## src/rtl/pipe_pkg.sv

```systemverilog
// Shared encodings for the pipeline hazard controller: forward-mux selects,
// memory-wait FSM states and the forward-select decode.
package pipe_pkg;

  typedef enum logic [1:0] {
    FWD_RF  = 2'b00,
    FWD_WB  = 2'b01,
    FWD_MEM = 2'b10
  } fwd_sel_e;

  typedef enum logic [1:0] {
    MS_IDLE  = 2'b00,
    MS_WAIT  = 2'b01,
    MS_ABORT = 2'b10
  } mem_state_e;

  // The M stage is younger, so its result wins over W. x0 is never forwarded.
  function automatic fwd_sel_e fwd_sel(input logic [4:0] rs, input logic [4:0] rd_m,
                                       input logic [4:0] rd_w, input logic we_m,
                                       input logic we_w);
    if (we_m && (rd_m != 5'd0) && (rd_m == rs)) return FWD_MEM;
    if (we_w && (rd_w != 5'd0) && (rd_w == rs)) return FWD_WB;
    return FWD_RF;
  endfunction

endpackage

```

## src/rtl/pipe_ctrl_if.sv

```systemverilog
// Hazard-unit bus: pipeline register ids and enables in, forward/stall/flush out.
interface pipe_ctrl_if #(parameter int CNT_W = 32);
  logic [4:0]       Rs1D, Rs2D, Rs1E, Rs2E, RdE, RdM, RdW;
  logic             RegWriteM, RegWriteW, LoadE, PCSrcE;
  logic             MemReqM, MemReadyM, CntClr;
  logic [1:0]       ForwardAE, ForwardBE;
  logic             StallF, StallD, StallE, StallM;
  logic             FlushD, FlushE, FlushW;
  logic             MemErr;
  logic [CNT_W-1:0] StallCnt;

  modport master (
    output Rs1D, Rs2D, Rs1E, Rs2E, RdE, RdM, RdW,
    output RegWriteM, RegWriteW, LoadE, PCSrcE, MemReqM, MemReadyM, CntClr,
    input  ForwardAE, ForwardBE, StallF, StallD, StallE, StallM,
    input  FlushD, FlushE, FlushW, MemErr, StallCnt
  );

  modport slave (
    input  Rs1D, Rs2D, Rs1E, Rs2E, RdE, RdM, RdW,
    input  RegWriteM, RegWriteW, LoadE, PCSrcE, MemReqM, MemReadyM, CntClr,
    output ForwardAE, ForwardBE, StallF, StallD, StallE, StallM,
    output FlushD, FlushE, FlushW, MemErr, StallCnt
  );
endinterface

```

## src/rtl/mem_wait_fsm.sv

```systemverilog
// Data-memory wait tracker: Mealy stall while a request is outstanding,
// aborting with a one-cycle error pulse after TIMEOUT stalled cycles.
module mem_wait_fsm
  import pipe_pkg::*;
#(
  parameter int TIMEOUT = 16
) (
  input  logic clk,
  input  logic reset_n,
  input  logic mem_req,
  input  logic mem_ready,
  output logic mem_stall,
  output logic mem_err
);
  localparam int WCW = $clog2(TIMEOUT) + 1;

  mem_state_e     state_q, state_d;
  logic [WCW-1:0] wcnt_q, wcnt_d;

  always_ff @(posedge clk or negedge reset_n) begin
    if (!reset_n) begin
      state_q <= MS_IDLE;
      wcnt_q  <= '0;
    end else begin
      state_q <= state_d;
      wcnt_q  <= wcnt_d;
    end
  end

  always_comb begin
    state_d   = state_q;
    wcnt_d    = wcnt_q;
    mem_stall = 1'b0;
    mem_err   = 1'b0;
    unique case (state_q)
      MS_IDLE: begin
        if (mem_req && !mem_ready) begin
          // The exit cycle already stalls, so it counts as wait cycle 1.
          state_d   = MS_WAIT;
          wcnt_d    = WCW'(1);
          mem_stall = 1'b1;
        end
      end
      MS_WAIT: begin
        if (mem_ready) begin
          state_d = MS_IDLE;
        end else begin
          mem_stall = 1'b1;
          if (wcnt_q == WCW'(TIMEOUT - 1)) state_d = MS_ABORT;
          else                             wcnt_d  = wcnt_q + 1'b1;
        end
      end
      MS_ABORT: begin
        mem_err = 1'b1;
        state_d = MS_IDLE;
      end
      default: state_d = MS_IDLE;
    endcase
  end

endmodule

```

## src/rtl/pipe_ctrl.sv

```systemverilog
// Five-stage pipeline hazard controller: operand forwarding, load-use and
// branch bubbles, memory-wait freeze and a saturating stall-cycle counter.
module pipe_ctrl
  import pipe_pkg::*;
#(
  parameter int TIMEOUT = 16,
  parameter int CNT_W   = 32
) (
  input logic        clk,
  input logic        reset_n,
  pipe_ctrl_if.slave bus
);
  logic             mem_stall, mem_err, lw_stall;
  logic             stall_f, stall_d, stall_e, stall_m;
  logic             flush_d, flush_e, flush_w;
  logic [CNT_W-1:0] stall_cnt_q, stall_cnt_d;

  mem_wait_fsm #(.TIMEOUT(TIMEOUT)) u_mem_fsm (
    .clk       (clk),
    .reset_n   (reset_n),
    .mem_req   (bus.MemReqM),
    .mem_ready (bus.MemReadyM),
    .mem_stall (mem_stall),
    .mem_err   (mem_err)
  );

  assign lw_stall = bus.LoadE && (bus.RdE != 5'd0) &&
                    ((bus.RdE == bus.Rs1D) || (bus.RdE == bus.Rs2D));

  always_comb begin
    stall_f = 1'b0;
    stall_d = 1'b0;
    stall_e = 1'b0;
    stall_m = 1'b0;
    flush_d = 1'b0;
    flush_e = 1'b0;
    flush_w = 1'b0;
    if (mem_stall) begin
      // Freeze everything up to M; a taken branch in E waits for release.
      {stall_f, stall_d, stall_e, stall_m} = 4'b1111;
      flush_w = 1'b1;
    end else if (lw_stall) begin
      stall_f = 1'b1;
      stall_d = 1'b1;
      flush_e = 1'b1;
      flush_d = bus.PCSrcE;
    end else if (bus.PCSrcE) begin
      flush_d = 1'b1;
      flush_e = 1'b1;
    end
  end

  always_comb begin
    stall_cnt_d = stall_cnt_q;
    if (bus.CntClr)                    stall_cnt_d = '0;
    else if (stall_f && !(&stall_cnt_q)) stall_cnt_d = stall_cnt_q + 1'b1;
  end

  always_ff @(posedge clk or negedge reset_n) begin
    if (!reset_n) stall_cnt_q <= '0;
    else          stall_cnt_q <= stall_cnt_d;
  end

  assign bus.ForwardAE = fwd_sel(bus.Rs1E, bus.RdM, bus.RdW, bus.RegWriteM, bus.RegWriteW);
  assign bus.ForwardBE = fwd_sel(bus.Rs2E, bus.RdM, bus.RdW, bus.RegWriteM, bus.RegWriteW);
  assign bus.StallF    = stall_f;
  assign bus.StallD    = stall_d;
  assign bus.StallE    = stall_e;
  assign bus.StallM    = stall_m;
  assign bus.FlushD    = flush_d;
  assign bus.FlushE    = flush_e;
  assign bus.FlushW    = flush_w;
  assign bus.MemErr    = mem_err;
  assign bus.StallCnt  = stall_cnt_q;

endmodule

```

## src/flat_wrapper.sv

```systemverilog
// flat-port wrapper written by rule: the top's interface ports become plain ports
module pipe_ctrl_flat import pipe_pkg::*;
#(
  parameter int TIMEOUT = 16,
  parameter int CNT_W   = 32
)
  (clk, reset_n, bus_Rs1D, bus_Rs2D, bus_Rs1E, bus_Rs2E, bus_RdE, bus_RdM, bus_RdW, bus_RegWriteM, bus_RegWriteW, bus_LoadE, bus_PCSrcE, bus_MemReqM, bus_MemReadyM, bus_CntClr, bus_ForwardAE, bus_ForwardBE, bus_StallF, bus_StallD, bus_StallE, bus_StallM, bus_FlushD, bus_FlushE, bus_FlushW, bus_MemErr, bus_StallCnt);
  pipe_ctrl_if #(.CNT_W(CNT_W)) bus_i ();
  input logic clk;
  input logic reset_n;
  input wire logic [$bits(bus_i.Rs1D)-1:0] bus_Rs1D;
  input wire logic [$bits(bus_i.Rs2D)-1:0] bus_Rs2D;
  input wire logic [$bits(bus_i.Rs1E)-1:0] bus_Rs1E;
  input wire logic [$bits(bus_i.Rs2E)-1:0] bus_Rs2E;
  input wire logic [$bits(bus_i.RdE)-1:0] bus_RdE;
  input wire logic [$bits(bus_i.RdM)-1:0] bus_RdM;
  input wire logic [$bits(bus_i.RdW)-1:0] bus_RdW;
  input wire logic [$bits(bus_i.RegWriteM)-1:0] bus_RegWriteM;
  input wire logic [$bits(bus_i.RegWriteW)-1:0] bus_RegWriteW;
  input wire logic [$bits(bus_i.LoadE)-1:0] bus_LoadE;
  input wire logic [$bits(bus_i.PCSrcE)-1:0] bus_PCSrcE;
  input wire logic [$bits(bus_i.MemReqM)-1:0] bus_MemReqM;
  input wire logic [$bits(bus_i.MemReadyM)-1:0] bus_MemReadyM;
  input wire logic [$bits(bus_i.CntClr)-1:0] bus_CntClr;
  output wire logic [$bits(bus_i.ForwardAE)-1:0] bus_ForwardAE;
  output wire logic [$bits(bus_i.ForwardBE)-1:0] bus_ForwardBE;
  output wire logic [$bits(bus_i.StallF)-1:0] bus_StallF;
  output wire logic [$bits(bus_i.StallD)-1:0] bus_StallD;
  output wire logic [$bits(bus_i.StallE)-1:0] bus_StallE;
  output wire logic [$bits(bus_i.StallM)-1:0] bus_StallM;
  output wire logic [$bits(bus_i.FlushD)-1:0] bus_FlushD;
  output wire logic [$bits(bus_i.FlushE)-1:0] bus_FlushE;
  output wire logic [$bits(bus_i.FlushW)-1:0] bus_FlushW;
  output wire logic [$bits(bus_i.MemErr)-1:0] bus_MemErr;
  output wire logic [$bits(bus_i.StallCnt)-1:0] bus_StallCnt;
  assign bus_i.Rs1D = bus_Rs1D;
  assign bus_i.Rs2D = bus_Rs2D;
  assign bus_i.Rs1E = bus_Rs1E;
  assign bus_i.Rs2E = bus_Rs2E;
  assign bus_i.RdE = bus_RdE;
  assign bus_i.RdM = bus_RdM;
  assign bus_i.RdW = bus_RdW;
  assign bus_i.RegWriteM = bus_RegWriteM;
  assign bus_i.RegWriteW = bus_RegWriteW;
  assign bus_i.LoadE = bus_LoadE;
  assign bus_i.PCSrcE = bus_PCSrcE;
  assign bus_i.MemReqM = bus_MemReqM;
  assign bus_i.MemReadyM = bus_MemReadyM;
  assign bus_i.CntClr = bus_CntClr;
  assign bus_ForwardAE = bus_i.ForwardAE;
  assign bus_ForwardBE = bus_i.ForwardBE;
  assign bus_StallF = bus_i.StallF;
  assign bus_StallD = bus_i.StallD;
  assign bus_StallE = bus_i.StallE;
  assign bus_StallM = bus_i.StallM;
  assign bus_FlushD = bus_i.FlushD;
  assign bus_FlushE = bus_i.FlushE;
  assign bus_FlushW = bus_i.FlushW;
  assign bus_MemErr = bus_i.MemErr;
  assign bus_StallCnt = bus_i.StallCnt;
  pipe_ctrl #(.TIMEOUT(TIMEOUT), .CNT_W(CNT_W)) u_core (.clk(clk), .reset_n(reset_n), .bus(bus_i));
endmodule
```

## config.mk

```make
export PLATFORM = sky130hd
export DESIGN_NAME = pipe_ctrl_flat
export DESIGN_NICKNAME = d
export VERILOG_FILES = /design/src/rtl/pipe_pkg.sv /design/src/rtl/pipe_ctrl_if.sv /design/src/rtl/mem_wait_fsm.sv /design/src/rtl/pipe_ctrl.sv /design/src/flat_wrapper.sv
export SDC_FILE = /design/constraint.sdc
export NUM_CORES = 1
export LEC_CHECK = 0
export CAP_MARGIN = 0
export CORE_MARGIN = 4
export CORE_UTILIZATION = 40
export CTS_BUF_LIST = sky130_fd_sc_hd__clkbuf_4 sky130_fd_sc_hd__clkbuf_8 sky130_fd_sc_hd__clkbuf_16
export DETAILED_ROUTE_END_ITERATION = 10
export DONT_BUFFER_PORTS = 1
export GPL_ROUTABILITY_DRIVEN = 0
export GPL_TIMING_DRIVEN = 1
export PLACE_DENSITY_LB_ADDON = 0.3
export SLEW_MARGIN = 0
export SYNTH_ARGS = -nofsm -noshare
export SYNTH_HDL_FRONTEND = slang
export SYNTH_SLANG_ARGS = --single-unit
```

## constraint.sdc

```tcl
create_clock -name clk -period 1.8 [get_ports clk]
set_input_delay 0.18 -clock clk [delete_from_list [all_inputs] [get_ports clk]]
set_output_delay 0.18 -clock clk [all_outputs]
set_load 0.005 [all_outputs]
```

==> summary.txt <==
Power and ir drop
  • Sw Share: 0.273
  • Register share of total power: 0.497
  • Clock share of power: 0.335
  • Int Pwr: around 1400 uW
  • VDD IR max: around 280 uV
  • Leak pwr: between 0.0015 and 0.002 uW
  • PD cells: just over 500 nW/um2
  • Comb pwr share: 0.167
  • P_sw: a little over 500 uW

Drt
  • Detailed Route WL: about 7.6 mm
  • DRT iter0 DRCs: about 110
  • Vias per cell: approximately 6
  • Routed len/inst: ~17 um
  • DRC: 0
  • DRT Pass-1 Iters: 4
  • Routed via count: 2,643
  • Antenna Violating Nets Remaining: 0

Synth
  • Yosys cell types: between 40 and 50
  • Most common cell in the netlist: dfrtp_1
  • Mux cell area share after synthesis: 0.0250
  • Top FF cell, synth: dfrtp_1
  • Mapped Cells: a little under 300
  • Largest family of logic cells by synthesized area: simple AND/OR/NAND/NOR gates
  • XOR/XNOR Fraction of Synth Area: 0.0972
  • Post-synthesis register bit count: 39
  • Seq/Total Area, Yosys: 0.361
  • Net count after synthesis: approximately 340
  • Post-synth EDFFs: 0
  • Share of the synthesized area in the top cell type: 0.361
  • Syn. warnings: 0
  • Top post-synthesis cells by count: dfrtp_1 (39), or4_1 (27), a21oi_1 (26)
  • Post-synth top area cell: dfrtp_1
  • Top post-synthesis cells by area: dfrtp_1 (36%), xor2_1 (7.8%), or4_1 (7.5%)
  • Synthesized area per cell: slightly above 9 um2
  • Fraction of the mapped netlist area in simple logic gates: 0.288
  • Post-synth ARST share: 1.00
  • Compound-cell area share of the yosys netlist: 0.157
  • Post-Synthesis Cell Area: ~2700 um2
  • Adder-cell share of the synthesized area: 0.0139

Critical path
  • WS Path Type: flip-flop to flip-flop
  • R2r startpoint: u_core.bus.StallCnt[1]$_DFFE_PN0P_
  • R2R depth: 8
  • CP Max Fanout: 26
  • Delay-heaviest family, CP: simple AND/OR/NAND/NOR gates
  • Critical Path Source Type: flip-flop
  • Crit. path cell count: 8
  • WP data arrival: about 2.2 ns
  • Reg2reg setup slack: -0.24 ns
  • Critical Path Sink Type: flip-flop
  • R2R Path End: u_core.bus.StallCnt[10]$_DFFE_PN0P_
  • Crit-path cells: ha_2 > nand4_1 > nor3_4 > and3_4 > nor2b_4 > buf_12 > nor3b_2 > mux2_4
  • Worst Path Buf+Inv: 1
  • Slowest stage delay, CP: between 0.4 and 0.5 ns
  • Critical Path Sink: u_core.bus.StallCnt[10]$_DFFE_PN0P_
  • CP max-delay cell: dfrtp_1
  • Setup crit start: u_core.bus.StallCnt[1]$_DFFE_PN0P_
  • Req. time, crit path: 1.98 ns

Floorplanning
  • Core area: between 6000 and 7000 um2
  • # IOs: approximately 90
  • Placement Rows: 29
  • Die height: 90.2 um
  • DIE WIDTH: ~90 um
  • Die Area: 8140 um2
  • Starting Density: 0.419

Timing
  • Post-route clock period utilization: 1.13
  • Final Critical Period: roughly 2.0 ns
  • Max-slew headroom: 0.654
  • Worst setup margin: -0.241 ns
  • Setup TNS: -5.67 ns
  • Final setup violation count: 32
  • Final Hold Viols: 0
  • RSZ-0062 raised after global routing: yes
  • Slew Viols, Final: 0
  • Hold Slack: slightly below 0.06 ns
  • FMAX: approximately 500 MHz
  • Slew @ Worst Pin: 0.515 ns
  • Fin Clk Skew: between 0.01 and 0.015 ns

Outcome
  • Status: finished with violations
  • Failing checks: negative setup slack

Placement
  • Cell Area, Placed: 3220 um2
  • # port buffers: 0
  • DP HPWL: around 5.3 mm

Global routing
  • Largest net degree at the start of global routing: 40
  • Global-route usage over all layers: 0.177
  • Vias in the first global route: between 2,000 and 3,000
  • First-pass GRT wire length: approximately 12 mm
  • Antenna violations before repair: 0
  • Overflow left after global routing: 0

CTS
  • Skew-Pair Late Insertion Delay: 0.30 ns
  • Clock transition at path regs: ~0.080 ns
  • H-tree depth: 2
  • Clk sinks: 39
  • CTS tree: done
  • Root Driver: clkbuf_8
  • CTS Buffer Depth: 2
  • TritonCTS Buffers: 5

Finish
  • P&R area growth vs syn: 34.4%
  • # diodes: 0
  • Total Nets Final: 412
  • Layout cells sized above 1: 0.374
  • Fillcell total: between 500 and 600
  • Final instance area: between 3000 and 4000 um2

Job
  • Max cap viols: 0

Hold path
  • Hold WC Path Type: input port to flip-flop
==> registers in the layout, indices dropped and copies added (netlist names) <==
signal                    cells
u_core.bus.StallCnt          32
u_core.u_mem_fsm.state_q      2
u_core.u_mem_fsm.wcnt_q       5
==> how the worst min path moves through the flow <==
stage,cells past startpoint,slack [ns],to,from
6_report,1,0.06,u_core.bus.StallCnt[24]$_DFFE_PN0P_,bus_CntClr
3_3_place_gp,0,-0.11,u_core.bus.StallCnt[4]$_DFFE_PN0P_,reset_n
5_1_grt,1,0.05,u_core.bus.StallCnt[24]$_DFFE_PN0P_,bus_CntClr
4_1_cts,1,-0.07,u_core.bus.StallCnt[22]$_DFFE_PN0P_,bus_CntClr
2_1_floorplan,0,-0.12,u_core.bus.StallCnt[0]$_DFFE_PN0P_,reset_n
3_5_place_dp,0,-0.11,u_core.bus.StallCnt[9]$_DFFE_PN0P_,reset_n
==> final cells by class <==
type | instances | area, um2 | share of cell area
clock buffer | 7 | 83.8 | 0.0231
inverter | 6 | 22.5 | 0.00620
clock inverter | 1 | 5.00 | 0.00138
timing repair buffer | 82 | 679 | 0.187
tap | 77 | 96.3 | 0.0265
multi-input combinational | 231 | 1770 | 0.487
sequential | 39 | 978 | 0.269
==> layer usage <==
| metal | share of wire | wire length (um) | up-vias | GRT usage |
|---|---|---|---|---|
| li1 | - | - | 1252 | - |
| met1 | 0.41 | 3060 | 1275 | 0.209 |
| met2 | 0.50 | 3810 | 101 | 0.306 |
| met3 | 0.075 | 564 | 15 | 0.0543 |
| met4 | 0.016 | 121 | 0 | 0.0548 |
| met5 | 0 | 0 | - | 0 |
==> power by group through the flow <==
| stage | combinational (uW) | sequential (uW) | clock [uW] |
|---|---|---|---|
| 4_1_cts | 277 | 924 | 632 |
| 3_3_place_gp | 231 | 941 | 0 |
| 6_report | 311 | 924 | 623 |
| 3_5_place_dp | 241 | 942 | 0 |
| 5_1_grt | 347 | 928 | 666 |
| 2_1_floorplan | 180 | 941 | 0 |
==> cells by family after synthesis <==
kind of cell / count (synthesis)
mux: 6
fa+ha+maj: 3
xor+xnor: 30
simple gates: 125
compound gates: 67
buf+inv: 27
flops: 39
==> layout by cell type (no fill, tap or decap), drive strengths merged, types with 4 or more instances in the layout <==
cell,netlist,routed
clkbuf,7,7
nand2,17,17
inv,6,6
mux2,6,6
nor2,17,17
nor4,8,8
o31ai,23,23
nand4,9,9
nand3,14,14
and3,7,7
buf,14,81
a21oi,26,26
nor2b,8,8
and4,4,4
xnor2,6,6
nor3,4,4
or4,27,27
dfrtp,39,39
xor2,24,24
o21ai,9,9
==> repair_timing <==
action	CTS	global route
pin swaps	17	8
buffers inserted	4	6
endpoints found under the hold margin	64	25
gates resized for setup	20	27
hold buffers	2	1
endpoints found under the setup margin	31	35
==> per-stage QoR <==
step	total power, uW	std cells	setup WS, ns	utilization
finish	1860	443	-0.241	0.563
global route	1940	443	-0.306	0.563
CTS	1830	436	-0.182	0.537
floorplan	1120	297	-0.243	-
global placement	1170	422	-0.220	0.499
detailed placement	1180	422	-0.275	0.499
No activity file was read; power rests on OpenSTA's default activity.
